==> src/rtl/cov_nbmb_gearbox_pkg.sv <==
// Shared types and sizing helpers for the N-bit to M-bit transmit gearbox.
package cov_pkg;

  typedef enum logic [0:0] {
    RUN   = 1'b0,
    FLUSH = 1'b1
  } gb_state_e;

  // Bit buffer depth: room for two of the wider word, so that a full
  // output word plus one incoming word always fits.
  function automatic int calc_buf_w(input int in_w, input int out_w);
    return 2 * ((in_w > out_w) ? in_w : out_w);
  endfunction

  // Width of a counter that can hold 0..buf_w inclusive.
  function automatic int calc_fill_w(input int buf_w);
    return $clog2(buf_w + 1);
  endfunction

endpackage

==> src/rtl/cov_nbmb_gearbox_if.sv <==
// Stream interface of the gearbox: IN_W-bit words in, OUT_W-bit words out.
//
// Handshake: a word moves on a rising sys_clk edge exactly when valid and
// ready are both 1 in that cycle. A source holds data/last/valid stable
// until the transfer; ready never depends combinationally on valid.
interface cov_nbmb_gearbox_if #(
  parameter int IN_W  = 4,
  parameter int OUT_W = 3
) ();
  logic [IN_W-1:0]  in_data;
  logic             in_valid;
  logic             in_last;
  logic             in_ready;
  logic [OUT_W-1:0] out_data;
  logic             out_valid;
  logic             out_last;
  logic             out_ready;

  // Gearbox side
  modport slave (
    input  in_data, in_valid, in_last, out_ready,
    output in_ready, out_data, out_valid, out_last
  );

  // Upstream source / downstream sink side
  modport master (
    output in_data, in_valid, in_last, out_ready,
    input  in_ready, out_data, out_valid, out_last
  );
endinterface

==> src/rtl/cov_nbmb_gearbox_bitbuf.sv <==
// Bit buffer of the gearbox: owns the LSB-aligned bit store and its fill
// count. A pop is applied before a push in the same cycle, so the incoming
// word always lands directly above the bits that remain.
module cov_nbmb_bitbuf
  import cov_pkg::*;
#(
  parameter int IN_W   = 4,
  parameter int OUT_W  = 3,
  parameter int BUF_W  = 8,
  parameter int FILL_W = 4
) (
  input  logic              sys_clk,
  input  logic              rst,
  input  logic              push,
  input  logic [IN_W-1:0]   push_data,
  input  logic              pop,
  output logic [OUT_W-1:0]  buf_low,
  output logic [FILL_W-1:0] fill_q
);

  logic [BUF_W-1:0]  buf_q;
  logic [BUF_W-1:0]  buf_popped;
  logic [BUF_W-1:0]  buf_next;
  logic [FILL_W-1:0] fill_popped;
  logic [FILL_W-1:0] fill_next;

  // Pop-then-push: shift out one word (a short final word empties the
  // buffer), then OR the new word in at the new fill level. Bits at or
  // above fill are always zero, so the OR never corrupts stored bits.
  always_comb begin
    buf_popped  = buf_q;
    fill_popped = fill_q;
    if (pop) begin
      buf_popped  = buf_q >> OUT_W;
      fill_popped = (fill_q > FILL_W'(OUT_W)) ? (fill_q - FILL_W'(OUT_W)) : '0;
    end
    buf_next  = buf_popped;
    fill_next = fill_popped;
    if (push) begin
      buf_next  = buf_popped | (BUF_W'(push_data) << fill_popped);
      fill_next = fill_popped + FILL_W'(IN_W);
    end
  end

  // Buffer and fill registers; reset discards everything buffered.
  always_ff @(posedge sys_clk) begin
    if (rst) begin
      buf_q  <= '0;
      fill_q <= '0;
    end else begin
      buf_q  <= buf_next;
      fill_q <= fill_next;
    end
  end

  assign buf_low = buf_q[OUT_W-1:0];

endmodule

==> src/rtl/cov_nbmb_gearbox.sv <==
// N-bit to M-bit transmit gearbox: repacks IN_W-bit words into OUT_W-bit
// words LSB-first with valid/ready on both sides.
// Build option: define COV_NBMB_FLUSH_EN to enable frame-end handling
// (in_last, out_last, FLUSH state, padding of the final partial word).
// Without it the stream is continuous and partial bits carry over.
module cov_nbmb_gearbox
  import cov_pkg::*;
#(
  parameter int   IN_W    = 4,
  parameter int   OUT_W   = 3,
  parameter logic PAD_BIT = 1'b0,
  localparam int  BUF_W   = calc_buf_w(IN_W, OUT_W),
  localparam int  FILL_W  = calc_fill_w(BUF_W)
) (
  input  logic                 sys_clk,
  input  logic                 rst,
  cov_nbmb_gearbox_if.slave    bus,
  output gb_state_e            dbg_state,
  output logic [FILL_W-1:0]    dbg_fill
);

  gb_state_e         state_q;
  logic [FILL_W-1:0] fill_q;
  logic [OUT_W-1:0]  buf_low;
  logic [OUT_W-1:0]  out_word;
  logic              in_ready;
  logic              out_valid;
  logic              out_last;
  logic              accept;
  logic              pop;

  // Flow control is a function of registers only: no path from out_ready.
  assign in_ready = (state_q != FLUSH) && (fill_q <= FILL_W'(BUF_W - IN_W));
  assign accept   = bus.in_valid && in_ready;
  assign pop      = out_valid && bus.out_ready;

`ifdef COV_NBMB_FLUSH_EN
  assign out_valid = (fill_q >= FILL_W'(OUT_W)) || ((state_q == FLUSH) && (fill_q != '0));
  assign out_last  = (state_q == FLUSH) && (fill_q <= FILL_W'(OUT_W)) && (fill_q != '0);
`else
  logic unused_in_last;
  assign unused_in_last = bus.in_last;
  assign out_valid      = (fill_q >= FILL_W'(OUT_W));
  assign out_last       = 1'b0;
`endif

  // Output word: bit positions not backed by buffered data read as PAD_BIT.
  always_comb begin
    out_word = '0;
    for (int i = 0; i < OUT_W; i++) begin
      out_word[i] = (i < int'(fill_q)) ? buf_low[i] : PAD_BIT;
    end
  end

  // Frame FSM: a last word moves to FLUSH; the final (possibly padded) pop
  // returns to RUN. Without frame handling the block never leaves RUN.
  always_ff @(posedge sys_clk) begin
    if (rst) begin
      state_q <= RUN;
    end else begin
`ifdef COV_NBMB_FLUSH_EN
      case (state_q)
        RUN:   if (accept && bus.in_last) state_q <= FLUSH;
        FLUSH: if (pop && (fill_q <= FILL_W'(OUT_W))) state_q <= RUN;
      endcase
`else
      state_q <= RUN;
`endif
    end
  end

  cov_nbmb_bitbuf #(
    .IN_W   (IN_W),
    .OUT_W  (OUT_W),
    .BUF_W  (BUF_W),
    .FILL_W (FILL_W)
  ) u_bitbuf (
    .sys_clk   (sys_clk),
    .rst       (rst),
    .push      (accept),
    .push_data (bus.in_data),
    .pop       (pop),
    .buf_low   (buf_low),
    .fill_q    (fill_q)
  );

  assign bus.in_ready  = in_ready;
  assign bus.out_valid = out_valid;
  assign bus.out_last  = out_last;
  assign bus.out_data  = out_word;
  assign dbg_state     = state_q;
  assign dbg_fill      = fill_q;

endmodule

==> src/flat_wrapper.sv <==
// flat-port wrapper written by rule: the top's interface ports become plain ports
module cov_nbmb_gearbox_flat import cov_pkg::*;
#(
  parameter int   IN_W    = 4,
  parameter int   OUT_W   = 3,
  parameter logic PAD_BIT = 1'b0,
  localparam int  BUF_W   = calc_buf_w(IN_W, OUT_W),
  localparam int  FILL_W  = calc_fill_w(BUF_W)
)
  (sys_clk, rst, dbg_state, dbg_fill, bus_in_data, bus_in_valid, bus_in_last, bus_out_ready, bus_in_ready, bus_out_data, bus_out_valid, bus_out_last);
  cov_nbmb_gearbox_if #(.IN_W(IN_W), .OUT_W(OUT_W)) bus_i ();
  input  logic sys_clk;
  input  logic rst;
  output gb_state_e dbg_state;
  output logic [FILL_W-1:0] dbg_fill;
  input wire logic [$bits(bus_i.in_data)-1:0] bus_in_data;
  input wire logic [$bits(bus_i.in_valid)-1:0] bus_in_valid;
  input wire logic [$bits(bus_i.in_last)-1:0] bus_in_last;
  input wire logic [$bits(bus_i.out_ready)-1:0] bus_out_ready;
  output wire logic [$bits(bus_i.in_ready)-1:0] bus_in_ready;
  output wire logic [$bits(bus_i.out_data)-1:0] bus_out_data;
  output wire logic [$bits(bus_i.out_valid)-1:0] bus_out_valid;
  output wire logic [$bits(bus_i.out_last)-1:0] bus_out_last;
  assign bus_i.in_data = bus_in_data;
  assign bus_i.in_valid = bus_in_valid;
  assign bus_i.in_last = bus_in_last;
  assign bus_i.out_ready = bus_out_ready;
  assign bus_in_ready = bus_i.in_ready;
  assign bus_out_data = bus_i.out_data;
  assign bus_out_valid = bus_i.out_valid;
  assign bus_out_last = bus_i.out_last;
  cov_nbmb_gearbox #(.IN_W(IN_W), .OUT_W(OUT_W), .PAD_BIT(PAD_BIT)) u_core (.sys_clk(sys_clk), .rst(rst), .bus(bus_i), .dbg_state(dbg_state), .dbg_fill(dbg_fill));
endmodule
==> config.mk <==
export PLATFORM = sky130hd
export DESIGN_NAME = cov_nbmb_gearbox_flat
export DESIGN_NICKNAME = d
export VERILOG_FILES = /design/src/rtl/cov_nbmb_gearbox_pkg.sv /design/src/rtl/cov_nbmb_gearbox_if.sv /design/src/rtl/cov_nbmb_gearbox_bitbuf.sv /design/src/rtl/cov_nbmb_gearbox.sv /design/src/flat_wrapper.sv
export SDC_FILE = /design/constraint.sdc
export NUM_CORES = 1
export LEC_CHECK = 0
export CAP_MARGIN = 5
export CORE_MARGIN = 2
export CORE_UTILIZATION = 35
export CTS_CLUSTER_DIAMETER = 40
export DETAILED_ROUTE_END_ITERATION = 10
export HOLD_SLACK_MARGIN = 0.15
export SYNTH_ARGS = -nofsm -noshare
export SYNTH_HDL_FRONTEND = slang
export SYNTH_SLANG_ARGS = --single-unit
==> constraint.sdc <==
create_clock -name sys_clk -period 5.6 [get_ports sys_clk]
set_input_delay 1.12 -clock sys_clk [delete_from_list [all_inputs] [get_ports sys_clk]]
set_output_delay 1.12 -clock sys_clk [all_outputs]
set_load 0.01 [all_outputs]
==> out/results.ini, run 1 <==
[outcome]
run_status = finished, final reports clean

[cts]
clock-root-buffer = clkbuf_4
cts.sinks = 12
hold_buffers = 0
cts_made_buffers = 3
cts_repair_resize_count = 0
clock_latency_ps = 270
ctsLongestPathBuffers = 2
cts_htree_levels = 1
post-cts-setup-buffers = 0
tritoncts = done
cts.reportedPaths.clkPinSlew_ps = 70

[sta]
maxClockFrequency_mhz = 324
maxSlewViolCount = 0
max_slew.worst_pin.slew_ps = 715
fin_tns_setup_ps = 0
timing.slew.headroom_pct = 52.3
skew_ps = 1.56
report.final.setup_viol = 0
final_min_period_over_clock_period_pct = 55.2
rsz0062_at_grt = false
post-route-min-period_ps = 3090
hold_violations = 0

[detailed_routing]
drt_pass1_iterations = 4
routed_antenna_nets = 0
route.detailed.drc = 0
vias_per_instance = 5.35
routed_wire_length_per_instance_um = 12.9
drt_first_iter_violations = 8
final_routed_wirelength_um = 1810
vias = 749

[synth]
synth-seq-cells = 12
yosys-top-cells-area = dfxtp_1 29%, mux2i_1 11%, nand2_1 5.4%
postSynth.asyncResetShare_pct = 0
synthDominantCellAreaShare_pct = 28.8
yosysWarnings = 0
post_synth_inst_count = 98
dominantRegCellSynth = dfxtp_1
sequential_share_of_the_synthesized_area_pct = 28.8
syn_avg_cell_area_um2 = 8.52
syn_area_um2 = 835
synth_edf_count = 0
yosys.cell_types.count = 40
synthTopCellsByCount = 12 x dfxtp_1, 12 x nand2_1, 9 x mux2i_1
cell_taking_the_most_area_after_synthesis = dfxtp_1

[finish]
syn_to_final_growth_pct = 21.7
final_area_um2 = 1020
final-seq-area_um2 = 240
multiInputGateArea_um2 = 532
layout_cell_share_with_drive_strength_beyond_1_pct = 7.14
fillCellCount = 232
finalNetCount = 125
postLayoutCoreUtil_pct = 45.5
antenna_cells = 0

[place]
place_hpwl_um = 1410
port-buffer-count = 16
gp_congestion = 0.804
post_place_instance_area_um2 = 993

[setup_path]
rr_startpoint = u_core.u_bitbuf.fill_q[0]
reg2reg_slack_ps = 3160
critical_path_cell_by_cell = ha_1 -> or3_1 -> and2_1 -> clkdlybuf4s50_1
required_ps = 4480
worst-endpoint-arrival_ps = 1970
critical_path.n_buffers_inverters = 1
critPathLaunch = u_core.u_bitbuf.fill_q[0]
cpPeakStageDelay_ps = 470
critPathTopFamily = simple AND/OR/NAND/NOR gates
critical_path_endpoint_category = primary output
worst-r2r-cell-count = 6
criticalPathCategory = reg2out
critical_path.endpoint = bus_out_data[2]
path_depth = 4
cp_slowest_cell = clkdlybuf4s50_1
r2r-end = u_core.u_bitbuf.buf_q[7]
setup.worst_path.start_class = register
cp_max_fo = 6

[floorplanning]
floorplan.initialDensity_pct = 37.4
dieArea_um2 = 2790
fp-row-count = 17
chipHeight_um = 52.8
coreArea_um2 = 2230
die_extent_in_x_um = 52.8
floorplan.io_pins = 20

[min_path]
worstHoldPathType = reg2reg

[global_routing]
grt_pass1_vias = 683
grt_overflow_total = 0
grt_first_pass_wirelength_um = 3060
grt_start_max_net_pins = 13
global_route.usage.total_pct = 15.3
grt_antenna_before_repair = 0

[power]
pwr_density_cell_nw_per_um2 = 214
irDropWorstVdd_mv = 0.139
power.static_leakage_nw = 0.405

[run]
drv.max_cap_violation_count = 0

[stage by stage]
stage	power, mW	worst slack, ps	hold WS, ps	instances
after detailed placement	0.167	2500	467	137
after global placement	0.167	2470	469	137
after floorplan	0.146	3200	446	99
after CTS	0.219	2500	478	140
final	0.217	2510	480	140
after global routing	0.231	2420	509	140
[worst reg2reg max path, stage by stage, from the launching register on]
cell,delay (ps)
dfxtp_1,400
ha_1,320
o31ai_4,610
mux2_4,350
mux2i_1,270
mux2i_1,160
a32o_1,220
[area by class of cell]
type	instances	area share, %
flip-flops and latches	12	23.6
repair buffers	16	15.8
clock buffers	3	2.22
well taps	28	3.45
inverters	7	2.59
multi-input cells	74	52.3
[registers in the layout, summed over array words and instances, names as in the netlist]
register	count
u_core.u_bitbuf.buf_q	8
u_core.u_bitbuf.fill_q	4
[placed cells by master, fill, tap and decap left out, drive strengths merged]
cell,instances
or2,1
a22oi,1
a32o,1
xor2,1
nand2b,1
o211a,1
nand3,3
inv,6
a22o,1
mux2i,10
a21oi,4
nor2,6
ha,2
a32oi,1
mux2,1
nand4,1
a211o,2
or3,3
clkbuf,3
nor2b,1
clkinv,1
o2111ai,1
a31oi,6
o21a,1
and2,2
nand2,12
o31ai,1
dfxtp,12
and2b,1
o2bb2ai,1
o211ai,1
and3,1
conb,2
o31a,1
o21ai,3
clkdlybuf4s50,16
[cells by family (layout without fill, tap and decap cells)]
| kind of cell | count (synthesis) | count (layout) | synth area share (%) |
|---|---|---|---|
| other | 1 | 2 | 0.449 |
| and+or+nand+nor | 32 | 32 | 18.3 |
| xor gates and xnor gates | 1 | 1 | 1.05 |
| DFF | 12 | 12 | 28.8 |
| AOI/OAI and AO/OA | 26 | 26 | 25.2 |
| buffers and inverters | 13 | 26 | 7.94 |
| adders and majority gates | 2 | 2 | 3.00 |
| muxes | 11 | 11 | 15.3 |
[per-layer routing]
metal,wire length [um],global-route usage [%],vias to the layer above
met2,797,22.3,19
met5,0,0,-
met1,885,20.9,345
met3,74,1.71,5
met4,51,10.3,0
li1,-,-,380
[where the power goes]
part | internal (mW) | switching, mW | total [mW]
clock | 0.0249 | 0.0271 | 0.0520
combinational | 0.0331 | 0.0324 | 0.0655
sequential | 0.0920 | 0.00776 | 0.0997
[worst min path at each step]
stage	from	end	slack [ps]	cells past startpoint
2_1_floorplan	u_core.u_bitbuf.buf_q[5]	u_core.u_bitbuf.buf_q[5]	450	2
6_report	u_core.u_bitbuf.buf_q[5]	u_core.u_bitbuf.buf_q[5]	480	2
4_1_cts	u_core.u_bitbuf.buf_q[5]	u_core.u_bitbuf.buf_q[5]	480	2
3_5_place_dp	u_core.u_bitbuf.buf_q[5]	u_core.u_bitbuf.buf_q[5]	470	2
3_3_place_gp	u_core.u_bitbuf.buf_q[5]	u_core.u_bitbuf.buf_q[5]	470	2
5_1_grt	u_core.u_bitbuf.buf_q[5]	u_core.u_bitbuf.buf_q[5]	510	2
(Power assumes the default switching activity.)
==> run 2: changes to the inputs <==
==> constraint.sdc (replaced) <==
create_clock -name sys_clk -period 2.5 [get_ports sys_clk]
set_input_delay 0.5 -clock sys_clk [delete_from_list [all_inputs] [get_ports sys_clk]]
set_output_delay 0.5 -clock sys_clk [all_outputs]
set_load 0.01 [all_outputs]
==> run 2 against run 1 <==
Register-to-register slack got worse by 2500 ps. Clock-buffer cell count rose by 1. Sequential share of layout area is 0.98 points lower. Critical path type unchanged. Design area is 4.3% higher. Sequential power up 120%. Global-route usage rose by 0.56 points. Clock skew up 2.1 ps. Die area unchanged. Core utilization rose by 2.0 points. Largest cell class unchanged. Non-clock buffer count increased by 4. Routed wire length increased by 6.3%.
==> out/results.ini, run 2 (synthesized netlist as in run 1, its figures left out) <==
[outcome]
run_status = finished, final reports clean

[run]
drv.max_cap_violation_count = 0  ; unchanged

[finish]
postLayoutCoreUtil_pct = 47.5  ; +2.0 points
antenna_cells = 0  ; unchanged
syn_to_final_growth_pct = 27.0
fin_cells = 145  ; +3.6%
largest_register_ff_count = 8  ; unchanged
most_used_cells_in_the_layout_excluding_fill_and_tap_cells = 16 x clkdlybuf4s50_1, 12 x nand2_1, 12 x dfxtp_1
largestRegisters = u_core.u_bitbuf.buf_q: 8 flops, u_core.u_bitbuf.fill_q: 4 flops
layout_cell_share_with_drive_strength_beyond_1_pct = 11.1  ; +4.0 points
final_area_um2 = 1060  ; +4.3%
finalNetCount = 129  ; +3.2%
layout_commonest_cell = clkdlybuf4s50_1
fillCellCount = 236  ; +1.7%
largest_register = u_core.u_bitbuf.buf_q

[sta]
rsz0062_at_grt = false
skew_ps = 3.70  ; +2.14 ps
report.final.setup_viol = 0  ; unchanged
post-route-min-period_ps = 2340
hold_violations = 0  ; unchanged
final_min_period_over_clock_period_pct = 93.5
maxSlewViolCount = 0  ; unchanged
fin_tns_setup_ps = 0  ; unchanged
maxClockFrequency_mhz = 428

[setup_path]
required_ps = 2000  ; -2480 ps
critical_path_cell_by_cell = ha_1 -> or3_1 -> and2_1 -> clkdlybuf4s50_1
worst-endpoint-arrival_ps = 1840  ; -130 ps
criticalPathCategory = reg2out
critical_path_endpoint_category = primary output
cp_max_fo = 5  ; -1
cp_slowest_cell = clkdlybuf4s50_1
setup.worst_path.start_class = register
cpPeakStageDelay_ps = 470  ; about the same

[global_routing]
grt_overflow_total = 0  ; unchanged
grt_first_pass_wirelength_um = 3290  ; +7.4%
grt_start_max_net_pins = 12  ; -1
grt_pass1_vias = 736  ; +7.8%
grt_antenna_before_repair = 0  ; unchanged
global_route.usage.total_pct = 15.9  ; +0.56 points

[cts]
ctsLongestPathBuffers = 2  ; unchanged
cts_htree_levels = 1  ; unchanged
cts.sinks = 12  ; unchanged
cts_repair_resize_count = 0  ; unchanged
clock-root-buffer = clkbuf_4
cts.reportedPaths.clkPinSlew_ps = 70  ; about the same
hold_buffers = 0  ; unchanged
tritoncts = done
clock_latency_ps = 270  ; about the same
cts_made_buffers = 3  ; unchanged
post-cts-setup-buffers = 0  ; unchanged

[power]
switching_share_pct = 29.6  ; -1.3 points
comb_power_share_pct = 29.3  ; -0.8 points
irDropWorstVdd_mv = 0.273  ; +97%
cell_internal_pwr_uw = 374  ; +150%
power.static_leakage_nw = 0.431  ; +6.6%
seq_power_share_pct = 41.6  ; -4.3 points
pwr-share-clk_pct = 29.1  ; +5.2 points
net-switching-power_uw = 157  ; +130%
pwr_density_cell_nw_per_um2 = 501  ; +130%

[detailed_routing]
vias = 781  ; +4.3%
routed_antenna_nets = 0  ; unchanged
drt_first_iter_violations = 18  ; +10
routed_wire_length_per_instance_um = 13.3  ; +2.6%
route.detailed.drc = 0  ; unchanged
vias_per_instance = 5.39  ; +0.68%
final_routed_wirelength_um = 1920  ; +6.3%
drt_pass1_iterations = 4  ; unchanged

[place]
place_hpwl_um = 1490  ; +5.6%
post_place_instance_area_um2 = 1020  ; +3.0%
placed_cells_incl_taps = 141  ; +2.9%
gp_congestion = 0.747  ; -7.0%
port-buffer-count = 16  ; unchanged

[floorplanning]
floorplan.io_pins = 20  ; unchanged
dieArea_um2 = 2790  ; unchanged
floorplan.initialDensity_pct = 37.4  ; unchanged
die_extent_in_x_um = 52.8  ; unchanged
fp-row-count = 17  ; unchanged
chipHeight_um = 52.8  ; unchanged
coreArea_um2 = 2230  ; unchanged

[min_path]
worstHoldPathType = reg2reg

-- run 2: cell types whose count changed in the layout (fill, tap and decap cells not counted) --
cell	change
buf_4	+4
clkbuf_8	+1
-- run 2: layout make-up --
class,count,area (um^2),share of cell area [%]
Clock buffer,4,36.3,3.42
Tap cell,28,35.0,3.31
Inverter,7,26.3,2.48
Sequential cell,12,240,22.7
Timing Repair Buffer,20,190,17.9
Multi-Input combinational cell,74,532,50.2
-- run 2: worst paths after layout --
check                                  from                  endpoint  slack [ps]  cells after the start
hold reg to reg    u_core.u_bitbuf.buf_q[5]  u_core.u_bitbuf.buf_q[5]         490                      2
setup reg to reg  u_core.u_bitbuf.fill_q[0]  u_core.u_bitbuf.buf_q[5]         620                      6
setup / recovery  u_core.u_bitbuf.fill_q[0]           bus_out_data[2]         160                      4
hold / removal     u_core.u_bitbuf.buf_q[5]  u_core.u_bitbuf.buf_q[5]         490                      2
-- run 2: power by group through the flow --
stage	Clock [mW]	Sequential, mW	Combinational (mW)
finish	0.154	0.221	0.156
global route	0.169	0.224	0.173
CTS	0.159	0.221	0.156
detailed placement	0	0.226	0.155
global placement	0	0.225	0.154
floorplan	0	0.222	0.104
-- run 2: metal layers --
layer | global-route usage (%) | vias to the layer above | share of wire, % | wire, um
met3 | 1.71 | 2 | 4.4 | 85
met4 | 6.41 | 0 | 1.3 | 25
met1 | 20.8 | 369 | 48 | 916
met2 | 26.3 | 21 | 47 | 897
li1 | - | 389 | - | -
met5 | 0 | - | 0 | 0
-- run 2: stage by stage --
stage | worst slack (ps) | hold slack (ps) | total power [mW]
finish | 162 | 487 | 0.531
global route | 33.3 | 530 | 0.565
CTS | 136 | 496 | 0.536
detailed placement | 149 | 485 | 0.381
global placement | 146 | 468 | 0.380
floorplan | 537 | 446 | 0.327
-- run 2: critical path, delay by kind of cell, from the launching register on --
| family | cells | cell delay [ps] |
|---|---|---|
| AND/OR/NAND/NOR | 2 | 510 |
| buffers and inverters | 1 | 470 |
| flip-flops | 1 | 320 |
| adder cells (fa/ha/maj) | 1 | 270 |
==> run 3: changes to the inputs <==
--- a/config.mk
+++ b/config.mk
@@ -5,7 +5,7 @@
 export SDC_FILE = /design/constraint.sdc
 export NUM_CORES = 1
 export LEC_CHECK = 0
-export CAP_MARGIN = 5
+export CAP_MARGIN = 20
 export CORE_MARGIN = 2
 export CORE_UTILIZATION = 35
 export CTS_CLUSTER_DIAMETER = 40
==> results of run 3 <==
No change in the layout: final DEF, timing and power equal those of run 2.
